===== config.mk =====
export PLATFORM = sky130hd
export DESIGN_NAME = mem_ctrl_burst_flat
export DESIGN_NICKNAME = d
export VERILOG_FILES = /design/src/rtl/mem_ctrl_burst_if.sv /design/src/rtl/mem_ctrl_burst.sv /design/src/flat_wrapper.sv
export SDC_FILE = /design/constraint.sdc
export NUM_CORES = 1
export LEC_CHECK = 0
export BUFFER_PORTS_ARGS = -buffer_cell sky130_fd_sc_hd__buf_4
export CELL_PAD_IN_SITES_DETAIL_PLACEMENT = 1
export CELL_PAD_IN_SITES_GLOBAL_PLACEMENT = 1
export CORE_MARGIN = 3
export CORE_UTILIZATION = 43
export DETAILED_ROUTE_END_ITERATION = 8
export GPL_TIMING_DRIVEN = 0
export PLACE_DENSITY_LB_ADDON = 0.25
export SYNTH_ARGS = -nofsm -noshare
export SYNTH_HDL_FRONTEND = slang
export SYNTH_SLANG_ARGS = --single-unit

===== constraint.sdc =====
create_clock -name clk -period 4.3 [get_ports clk]
set_input_delay 0.215 -clock clk [delete_from_list [all_inputs] [get_ports clk]]
set_output_delay 0.215 -clock clk [all_outputs]
set_load 0.01 [all_outputs]

===== src/rtl/mem_ctrl_burst_if.sv =====
// Core-side fetch / load-store channels and the byte-wide memory port.
// No latency of its own; slave = controller, master = core plus memory model.
interface mem_ctrl_burst_if #(
  parameter int LINE_BYTES = 4,
  parameter int ADDR_W     = 32
);
  logic [7:0]              mem_din;
  logic [7:0]              mem_dout;
  logic [ADDR_W-1:0]       mem_a;
  logic                    mem_wr;
  logic                    io_buffer_full;
  logic                    if_en;
  logic [ADDR_W-1:0]       if_addr;
  logic                    if_done;
  logic [8*LINE_BYTES-1:0] if_data;
  logic                    lsb_en;
  logic                    lsb_wr;
  logic [ADDR_W-1:0]       lsb_addr;
  logic [2:0]              lsb_len;
  logic [31:0]             lsb_w_data;
  logic                    lsb_done;
  logic [31:0]             lsb_r_data;

  modport slave (
    input  mem_din, io_buffer_full,
    input  if_en, if_addr, lsb_en, lsb_wr, lsb_addr, lsb_len, lsb_w_data,
    output mem_dout, mem_a, mem_wr, if_done, if_data, lsb_done, lsb_r_data
  );

  modport master (
    output mem_din, io_buffer_full,
    output if_en, if_addr, lsb_en, lsb_wr, lsb_addr, lsb_len, lsb_w_data,
    input  mem_dout, mem_a, mem_wr, if_done, if_data, lsb_done, lsb_r_data
  );
endinterface


===== src/rtl/mem_ctrl_burst.sv =====
// Byte-serial RAM/IO controller; reads finish N+1 edges after accept, stores one byte per unblocked edge.
// Back-pressure: rdy=0 freezes everything, io_buffer_full stalls IO store bytes indefinitely.
module mem_ctrl_burst #(
  parameter int              LINE_BYTES = 4,
  parameter int              ADDR_W     = 32,
  parameter logic [ADDR_W-1:0] IO_BASE  = 32'h30000
) (
  input  logic clk,
  input  logic rst,
  input  logic rdy,
  input  logic rollback,
  mem_ctrl_burst_if.slave bus
);
  localparam int CW = $clog2(LINE_BYTES) + 1;
  localparam int DW = 8 * LINE_BYTES;

  typedef enum logic [2:0] {S_IDLE, S_BUBBLE, S_FETCH, S_LOAD, S_STORE} state_t;

  state_t            r_state, w_state;
  logic [ADDR_W-1:0] r_addr, w_addr;
  logic [CW-1:0]     r_cnt, w_cnt;
  logic [CW-1:0]     r_nbytes, w_nbytes;
  logic              r_io, w_io;
  logic [31:0]       r_wdata, w_wdata;
  logic [DW-1:0]     r_buf, w_buf;
  logic [ADDR_W-1:0] r_mem_a, w_mem_a;
  logic [7:0]        r_mem_dout, w_mem_dout;
  logic              r_mem_wr, w_mem_wr;
  logic              r_if_done, w_if_done;
  logic              r_lsb_done, w_lsb_done;
  logic [DW-1:0]     r_if_data, w_if_data;
  logic [31:0]       r_lsb_r_data, w_lsb_r_data;
  logic [DW-1:0]     w_merged;
  logic [CW-1:0]     w_lsb_n;

  always_comb begin
    w_lsb_n = CW'(4);
    if (bus.lsb_len == 3'd1)      w_lsb_n = CW'(1);
    else if (bus.lsb_len == 3'd2) w_lsb_n = CW'(2);
  end

  always_comb begin
    w_merged = r_buf;
    w_merged[8*r_cnt[CW-2:0] +: 8] = bus.mem_din;
  end

  always_comb begin
    w_state      = r_state;
    w_addr       = r_addr;
    w_cnt        = r_cnt;
    w_nbytes     = r_nbytes;
    w_io         = r_io;
    w_wdata      = r_wdata;
    w_buf        = r_buf;
    w_mem_a      = r_mem_a;
    w_mem_dout   = r_mem_dout;
    w_mem_wr     = 1'b0;
    w_if_done    = 1'b0;
    w_lsb_done   = 1'b0;
    w_if_data    = r_if_data;
    w_lsb_r_data = r_lsb_r_data;
    case (r_state)
      S_IDLE: begin
        if (!rollback) begin
          if (bus.lsb_en) begin
            w_addr   = bus.lsb_addr;
            w_nbytes = w_lsb_n;
            w_wdata  = bus.lsb_w_data;
            w_io     = (bus.lsb_addr >= IO_BASE);
            w_cnt    = '0;
            w_buf    = '0;
            if (bus.lsb_wr) begin
              w_state = S_STORE;
            end else begin
              w_state = S_LOAD;
              w_mem_a = bus.lsb_addr;
            end
          end else if (bus.if_en) begin
            w_addr   = bus.if_addr;
            w_nbytes = CW'(LINE_BYTES);
            w_cnt    = '0;
            w_buf    = '0;
            w_mem_a  = bus.if_addr;
            w_state  = S_FETCH;
          end
        end
      end
      S_BUBBLE: w_state = S_IDLE;
      S_FETCH, S_LOAD: begin
        // Abort beats completion: partial data is dropped, no done pulse.
        if (rollback) begin
          w_state = S_IDLE;
          w_mem_a = '0;
        end else begin
          w_buf = w_merged;
          if (r_cnt == r_nbytes - CW'(1)) begin
            w_mem_a = '0;
            w_state = S_BUBBLE;
            if (r_state == S_FETCH) begin
              w_if_done = 1'b1;
              w_if_data = w_merged;
            end else begin
              w_lsb_done   = 1'b1;
              w_lsb_r_data = w_merged[31:0];
            end
          end else begin
            w_cnt   = r_cnt + CW'(1);
            w_mem_a = r_addr + ADDR_W'(r_cnt) + ADDR_W'(1);
          end
        end
      end
      S_STORE: begin
        if (r_cnt == r_nbytes) begin
          w_lsb_done = 1'b1;
          w_mem_a    = '0;
          w_state    = S_BUBBLE;
        end else if (!r_io || !bus.io_buffer_full) begin
          w_mem_wr   = 1'b1;
          w_mem_a    = r_addr + ADDR_W'(r_cnt);
          w_mem_dout = r_wdata[8*r_cnt[1:0] +: 8];
          w_cnt      = r_cnt + CW'(1);
        end
      end
      default: w_state = S_IDLE;
    endcase
  end

  always_ff @(posedge clk or negedge rst) begin
    if (!rst) begin
      r_state      <= S_IDLE;
      r_addr       <= '0;
      r_cnt        <= '0;
      r_nbytes     <= '0;
      r_io         <= 1'b0;
      r_wdata      <= '0;
      r_buf        <= '0;
      r_mem_a      <= '0;
      r_mem_dout   <= '0;
      r_mem_wr     <= 1'b0;
      r_if_done    <= 1'b0;
      r_lsb_done   <= 1'b0;
      r_if_data    <= '0;
      r_lsb_r_data <= '0;
    end else if (rdy) begin
      r_state      <= w_state;
      r_addr       <= w_addr;
      r_cnt        <= w_cnt;
      r_nbytes     <= w_nbytes;
      r_io         <= w_io;
      r_wdata      <= w_wdata;
      r_buf        <= w_buf;
      r_mem_a      <= w_mem_a;
      r_mem_dout   <= w_mem_dout;
      r_mem_wr     <= w_mem_wr;
      r_if_done    <= w_if_done;
      r_lsb_done   <= w_lsb_done;
      r_if_data    <= w_if_data;
      r_lsb_r_data <= w_lsb_r_data;
    end
  end

  // Strobes are masked while frozen; the held state re-presents them once rdy returns.
  assign bus.mem_a      = r_mem_a;
  assign bus.mem_dout   = r_mem_dout;
  assign bus.mem_wr     = r_mem_wr & rdy;
  assign bus.if_done    = r_if_done & rdy;
  assign bus.lsb_done   = r_lsb_done & rdy;
  assign bus.if_data    = r_if_data;
  assign bus.lsb_r_data = r_lsb_r_data;
endmodule


===== src/flat_wrapper.sv =====
// flat-port wrapper written by rule: the top's interface ports become plain ports
module mem_ctrl_burst_flat 
#(
  parameter int              LINE_BYTES = 4,
  parameter int              ADDR_W     = 32,
  parameter logic [ADDR_W-1:0] IO_BASE  = 32'h30000
)
  (clk, rst, rdy, rollback, bus_mem_din, bus_io_buffer_full, bus_if_en, bus_if_addr, bus_lsb_en, bus_lsb_wr, bus_lsb_addr, bus_lsb_len, bus_lsb_w_data, bus_mem_dout, bus_mem_a, bus_mem_wr, bus_if_done, bus_if_data, bus_lsb_done, bus_lsb_r_data);
  mem_ctrl_burst_if #(.LINE_BYTES(LINE_BYTES), .ADDR_W(ADDR_W)) bus_i ();
  input  logic clk;
  input  logic rst;
  input  logic rdy;
  input  logic rollback;
  input wire logic [$bits(bus_i.mem_din)-1:0] bus_mem_din;
  input wire logic [$bits(bus_i.io_buffer_full)-1:0] bus_io_buffer_full;
  input wire logic [$bits(bus_i.if_en)-1:0] bus_if_en;
  input wire logic [$bits(bus_i.if_addr)-1:0] bus_if_addr;
  input wire logic [$bits(bus_i.lsb_en)-1:0] bus_lsb_en;
  input wire logic [$bits(bus_i.lsb_wr)-1:0] bus_lsb_wr;
  input wire logic [$bits(bus_i.lsb_addr)-1:0] bus_lsb_addr;
  input wire logic [$bits(bus_i.lsb_len)-1:0] bus_lsb_len;
  input wire logic [$bits(bus_i.lsb_w_data)-1:0] bus_lsb_w_data;
  output wire logic [$bits(bus_i.mem_dout)-1:0] bus_mem_dout;
  output wire logic [$bits(bus_i.mem_a)-1:0] bus_mem_a;
  output wire logic [$bits(bus_i.mem_wr)-1:0] bus_mem_wr;
  output wire logic [$bits(bus_i.if_done)-1:0] bus_if_done;
  output wire logic [$bits(bus_i.if_data)-1:0] bus_if_data;
  output wire logic [$bits(bus_i.lsb_done)-1:0] bus_lsb_done;
  output wire logic [$bits(bus_i.lsb_r_data)-1:0] bus_lsb_r_data;
  assign bus_i.mem_din = bus_mem_din;
  assign bus_i.io_buffer_full = bus_io_buffer_full;
  assign bus_i.if_en = bus_if_en;
  assign bus_i.if_addr = bus_if_addr;
  assign bus_i.lsb_en = bus_lsb_en;
  assign bus_i.lsb_wr = bus_lsb_wr;
  assign bus_i.lsb_addr = bus_lsb_addr;
  assign bus_i.lsb_len = bus_lsb_len;
  assign bus_i.lsb_w_data = bus_lsb_w_data;
  assign bus_mem_dout = bus_i.mem_dout;
  assign bus_mem_a = bus_i.mem_a;
  assign bus_mem_wr = bus_i.mem_wr;
  assign bus_if_done = bus_i.if_done;
  assign bus_if_data = bus_i.if_data;
  assign bus_lsb_done = bus_i.lsb_done;
  assign bus_lsb_r_data = bus_i.lsb_r_data;
  mem_ctrl_burst #(.LINE_BYTES(LINE_BYTES), .ADDR_W(ADDR_W), .IO_BASE(IO_BASE)) u_core (.clk(clk), .rst(rst), .rdy(rdy), .rollback(rollback), .bus(bus_i));
endmodule

=== Word-level counts from Yosys, hierarchy flattened ===
Index checks and enable logic that the tools add are counted.

* Flip-flop bits (word level): 213
* Bits of input ports: 115
* Output and inout bits: 107
* Logic and storage cells: 111

* Add/sub/neg operators: 5
* Magnitude comparators: 1
* Equality and inequality tests: 17
* Shifts and indexed selects: 3
* Muxes and demuxes: 48
* Bitwise logic cells: 6
* Reductions and logical operators: 17

{| class="wikitable"
|+ Operators with widths
! operator !! number
|-
| 32-bit 2-to-1 mux || 13
|-
| 32-bit one-hot mux with 3 select lines || 1
|-
| 32-bit one-hot mux with 2 select lines || 1
|-
| 3-bit 2-to-1 mux || 18
|-
| 5-bit negator with 34-bit output || 1
|-
| 8-bit by 34-bit variable shift with 32-bit output, first input constant || 1
|-
| 8-bit by 34-bit indexed part select with 32-bit output || 1
|-
| 32-bit by 1-bit adder with 32-bit output, second input constant || 1
|-
| 32-bit by 3-bit adder with 32-bit output || 1
|-
| 32-bit bitwise mux || 1
|-
| 32-bit by 18-bit greater-or-equal comparator with 1-bit output, second input constant || 1
|-
| 32-bit by 6-bit indexed part select with 8-bit output || 1
|-
| 5-bit AND reduction || 4
|-
| 3-bit one-hot mux with 3 select lines || 2
|-
| 4-bit AND reduction || 3
|-
| 1-bit 2-to-1 mux || 11
|-
| 3-bit by 2-bit equality test with 1-bit output, second input constant || 3
|-
| 2-bit inequality test, second input constant || 4
|-
| 8-bit AND reduction || 1
|-
| 3-bit equality test || 2
|-
| 3-bit inequality test, second input constant || 2
|-
| 6-bit AND reduction || 1
|-
| 2-bit by 1-bit inequality test with 1-bit output, second input constant || 2
|-
| 2-bit nonzero test || 2
|-
| 14 further kinds || 19
|}

=== Logic depth before layout (Yosys ltp) ===
* Depth after elaboration: 5
* Mapped depth: 13

=== Worst setup path before layout ===
Ideal clock, no wire load.

* Kind: register -> register
* From: register u_core.r_cnt[0]
* To: register u_core.r_mem_a[29] (netlist: u_core.bus.mem_a[29])
* Setup time: 136 ps
* Arrival: 3319 ps
* Path slack: 845 ps
* Cell stages (with the launch flop): 13
* Period minus slack after synthesis: 3455 ps
* Cell sequence: dfrtp_1 ha_1 fa_1 buf_2 or3b_2 or4_1 a211oi_2 nor2b_1 clkbuf_1 buf_4 nand4_1 mux2i_1 o211ai_1

* Cells in the longest elaborated chain, start to end: 5

{| class="wikitable"
|+ RTL lines
! element !! line !! RTL
|-
| from (decl) || mem_ctrl_burst.sv:21 || <nowiki>logic [CW-1:0] r_cnt, w_cnt;</nowiki>
|-
| from (signal assigned) || mem_ctrl_burst.sv:147 || <nowiki>r_cnt <= w_cnt;</nowiki>
|-
| 32-bit by 3-bit adder with 32-bit output || mem_ctrl_burst.sv:108, mem_ctrl_burst.sv:119 ||
|-
| 32-bit by 1-bit adder with 32-bit output || mem_ctrl_burst.sv:108 || <nowiki>w_mem_a = r_addr + ADDR_W'(r_cnt) + ADDR_W'(1);</nowiki>
|-
| 32-bit 2-to-1 mux || mem_ctrl_burst.sv:96 || <nowiki>if (r_cnt == r_nbytes - CW'(1)) begin</nowiki>
|-
| 32-bit 2-to-1 mux || mem_ctrl_burst.sv:91 || <nowiki>if (rollback) begin</nowiki>
|-
| 32-bit one-hot mux with 3 select lines || mem_ctrl_burst.sv:62 || <nowiki>case (r_state)</nowiki>
|-
| to (signal assigned) || mem_ctrl_burst.sv:152 || <nowiki>r_mem_a <= w_mem_a;</nowiki>
|-
| to (decl) || mem_ctrl_burst.sv:26 || <nowiki>logic [ADDR_W-1:0] r_mem_a, w_mem_a;</nowiki>
|}

Parallel ways exist; a longest one is shown, timed or not. The select of a mux whose other input is x is not followed.
A chain may end at the register's enable or synchronous reset.

=== Worst setup path in the final report ===
* From: register u_core.r_cnt[0]
* To: register u_core.r_mem_a[31] (netlist: u_core.bus.mem_a[31])

The elaborated chain is that of the path after synthesis.

==> impl_metrics.tcl <==
set metrics [dict create \
    status "complete, no violations" \
    synth_top_area_share 0.464 \
    cts_tree "built" \
    r2r-end "u_core.bus.mem_a[31]" \
    min_path_type "input pin to flop" \
    grt_overflow 0 \
    portBuffers 213 \
    first_global_vias 11714 \
    synthCells 1187 \
    avgViaCountPerCell 5.98 \
    synth_edf_count 0 \
    dr.pass1.iters 5 \
    synth_cell_types 70 \
    worstSkewPairLatency_ps 530 \
    area_growth_pct 28.8 \
    vias 10876 \
    cp.required_ps 4670 \
    p_comb_frac 0.456 \
    worstPathArrival_ps 4430 \
    period_share 0.945 \
    syn_area_um2 11500 \
    skew_ps 11.5 \
    worst_pin_slew_ps 1160 \
    rsz0062_at_grt "false" \
    hold_depth 3 \
    n_antenna_cell 0 \
    coreArea_um2 26100 \
    grt_start_max_net_pins 121 \
    cts_buffers 25 \
    drt-total-wl_um 43200 \
    yosys.area.top_type "dfrtp_1" \
    whs_endpoint "u_core.r_addr[10]" \
    seqPwrFrac 0.322 \
    crit_type "flop to flop" \
    die_w_um 169 \
    worstHoldStart "bus_if_addr[10]" \
    crit_path_end_kind "flop" \
    r2r_start "u_core.r_cnt[0]" \
    synthArstFlopShare 1.00 \
    syn_nets 1314 \
    drc_errors 0 \
    ys_warn_count 0 \
    antenna_left 0 \
    gp_congestion 0.889 \
    routedWlPerCell_um 23.7 \
    cp-start-kind "flop" \
    final.setup.tns_ps 0 \
    setup_viol 0 \
    num_rows 59 \
    ys_top_cells_by_area "dfrtp_1 (46%), a21oi_1 (6.1%), mux2_2 (4.5%), mux2i_1 (4.0%), nor2_1 (3.6%)" \
    root_buffer "clkbuf_16" \
    hold_viol 0 \
    die_h_um 169 \
    p_clk_frac 0.222 \
    fin_ws_ps 235 \
    rrSetupSlack_ps 230 \
    grt_antenna_before_repair 0 \
    fin_crit_ps 4070 \
    htree_levels 1 \
    power.density_nw_per_um2 676 \
    synth-seq-cells 213 \
    ys_seq_area_frac 0.464 \
    drt-initial-drc-count 786 \
    power_switching_mw 4.12 \
    clockBufferDepth 3 \
    slew_headroom 0.218 \
    synth_flop_cell "dfrtp_1" \
    intPower_mw 5.87 \
    peakVddDrop_mv 0.383 \
    grt_use_total 0.295 \
    avgSynthCellArea_um2 9.67 \
    r2r.worst_path.cells 14 \
    switching_share 0.412 \
    num_io_pins 222 \
    place_ws_ps 48.5 \
    maxSlewViolCount 0 \
    cp_max_fo 10 \
    dieArea_um2 28700 \
    drive_gt1_frac 0.237 \
    fillers 2965 \
    layout_commonest_cell "buf_4" \
    nNetsFinal 1592 \
    p_leak_nw 6.59 \
    mostFrequentLayoutCells "buf_4 (217), dfrtp_1 (213), a21oi_1 (139), nor2_1 (109), nand2_1 (96)" \
    grt_pass1_wl_um 66600 \
    clkSinkCount 213 \
    clk_pin_slew_ps 60 \
    start_util 0.439 \
    hpwlAfterDp_um 29800 \
    maxCapViolCount 0 \
    max_freq_mhz 246 \
]
## area by class of cell
| class | count | area (µm²) | area share |
|---|---|---|---|
| plain buffers | 85 | 360 | 0.0244 |
| clock buffers | 35 | 723 | 0.0489 |
| clock inverters | 11 | 136 | 0.00923 |
| inverters | 14 | 52.6 | 0.00356 |
| multi-input cells | 875 | 5760 | 0.390 |
| flip-flops and latches | 213 | 5330 | 0.361 |
| well taps | 335 | 419 | 0.0284 |
| repair buffers | 251 | 2000 | 0.135 |
## kinds of logic after synthesis
logic type	synth area share
AND/OR/NAND/NOR	0.176
adder cells (fa/ha/maj)	0.0137
XOR/XNOR	0.0326
AO/OA/AOI/OAI	0.177
buffers and inverters	0.0359
multiplexers	0.101
flip-flops	0.464
## critical path: stages, from the launching register on
cell       delay, ps
dfrtp_1          490
ha_1             310
fa_1             370
buf_2            170
a21oi_2          400
nor4_1           130
clkbuf_1         310
a21oi_1          320
o21ai_0          200
a2111oi_4        320
buf_4            200
buf_4            190
nand4_1          140
mux2i_1          210
o211ai_1         130
## synth_stat cells, drive strengths merged (13+ instances only)
master	count
clkbuf	53
mux2	46
nor4	14
nor3	26
o22ai	17
a22o	32
inv	14
o21ai	69
nor2b	38
nand2	97
mux2i	46
nor2	109
xnor2	31
a21oi	140
buf	32
nand4	19
a31oi	13
nand3	21
dfrtp	213
## power by group through the flow
stage | Clock [mW] | Combinational (mW) | Sequential [mW]
CTS | 2.25 | 4.47 | 3.18
global placement | 0 | 4.22 | 3.16
global route | 2.33 | 4.96 | 3.28
finish | 2.22 | 4.56 | 3.22
detailed placement | 0 | 4.39 | 3.20
floorplan | 0 | 2.71 | 3.18
## through the flow
stage | hold slack [ps] | power (mW) | instance area [µm²] | utilization | std cells
finish | 31.7 | 9.99 | 14800 | 0.565 | 1819
global route | 36.1 | 10.6 | 14800 | 0.565 | 1819
floorplan | -80.6 | 5.89 | 11500 | - | 1187
CTS | 10.6 | 9.89 | 14700 | 0.564 | 1817
detailed placement | 293 | 7.59 | 13500 | 0.518 | 1736
global placement | 448 | 7.38 | 13500 | 0.516 | 1735
## layer usage
metal  vias up  track usage  part of all wire
li1       4850            -                 -
met2       391        0.502              0.49
met5         -            0                 0
met4         0        0.101             0.035
met1      5554        0.384              0.42
met3        81       0.0501             0.060
## registers in the layout, indices dropped and copies added, names as in the netlist
register,cells
u_core.bus.if_data,32
u_core.bus.lsb_r_data,32
u_core.bus.mem_a,32
u_core.r_addr,32
u_core.r_buf,32
u_core.r_wdata,32
u_core.bus.mem_dout,8
u_core.r_cnt,3
u_core.r_nbytes,3
u_core.r_state,3
u_core.r_if_done,1
u_core.r_io,1
u_core.r_lsb_done,1
u_core.r_mem_wr,1
## timing repair
action | in CTS | in global routing
hold buffers | 35 | 0
resized for setup | 0 | 5
setup endpoints to repair | 0 | 14
buffers inserted | 0 | 2
endpoints found under the hold margin | 127 | 0
## worst max path at each step
stage	from	endpoint	depth (start not counted)
finish	u_core.r_cnt[0]	u_core.bus.mem_a[31]	14
global route	u_core.r_cnt[0]	u_core.bus.mem_a[27]	12
CTS	u_core.r_cnt[0]	u_core.bus.mem_a[31]	13
detailed placement	u_core.r_cnt[0]	u_core.bus.mem_a[31]	13
global placement	u_core.r_cnt[0]	u_core.bus.mem_a[26]	11
floorplan	u_core.r_cnt[0]	u_core.bus.mem_a[29]	12
Note: power is estimated with default switching activity, not from simulation.
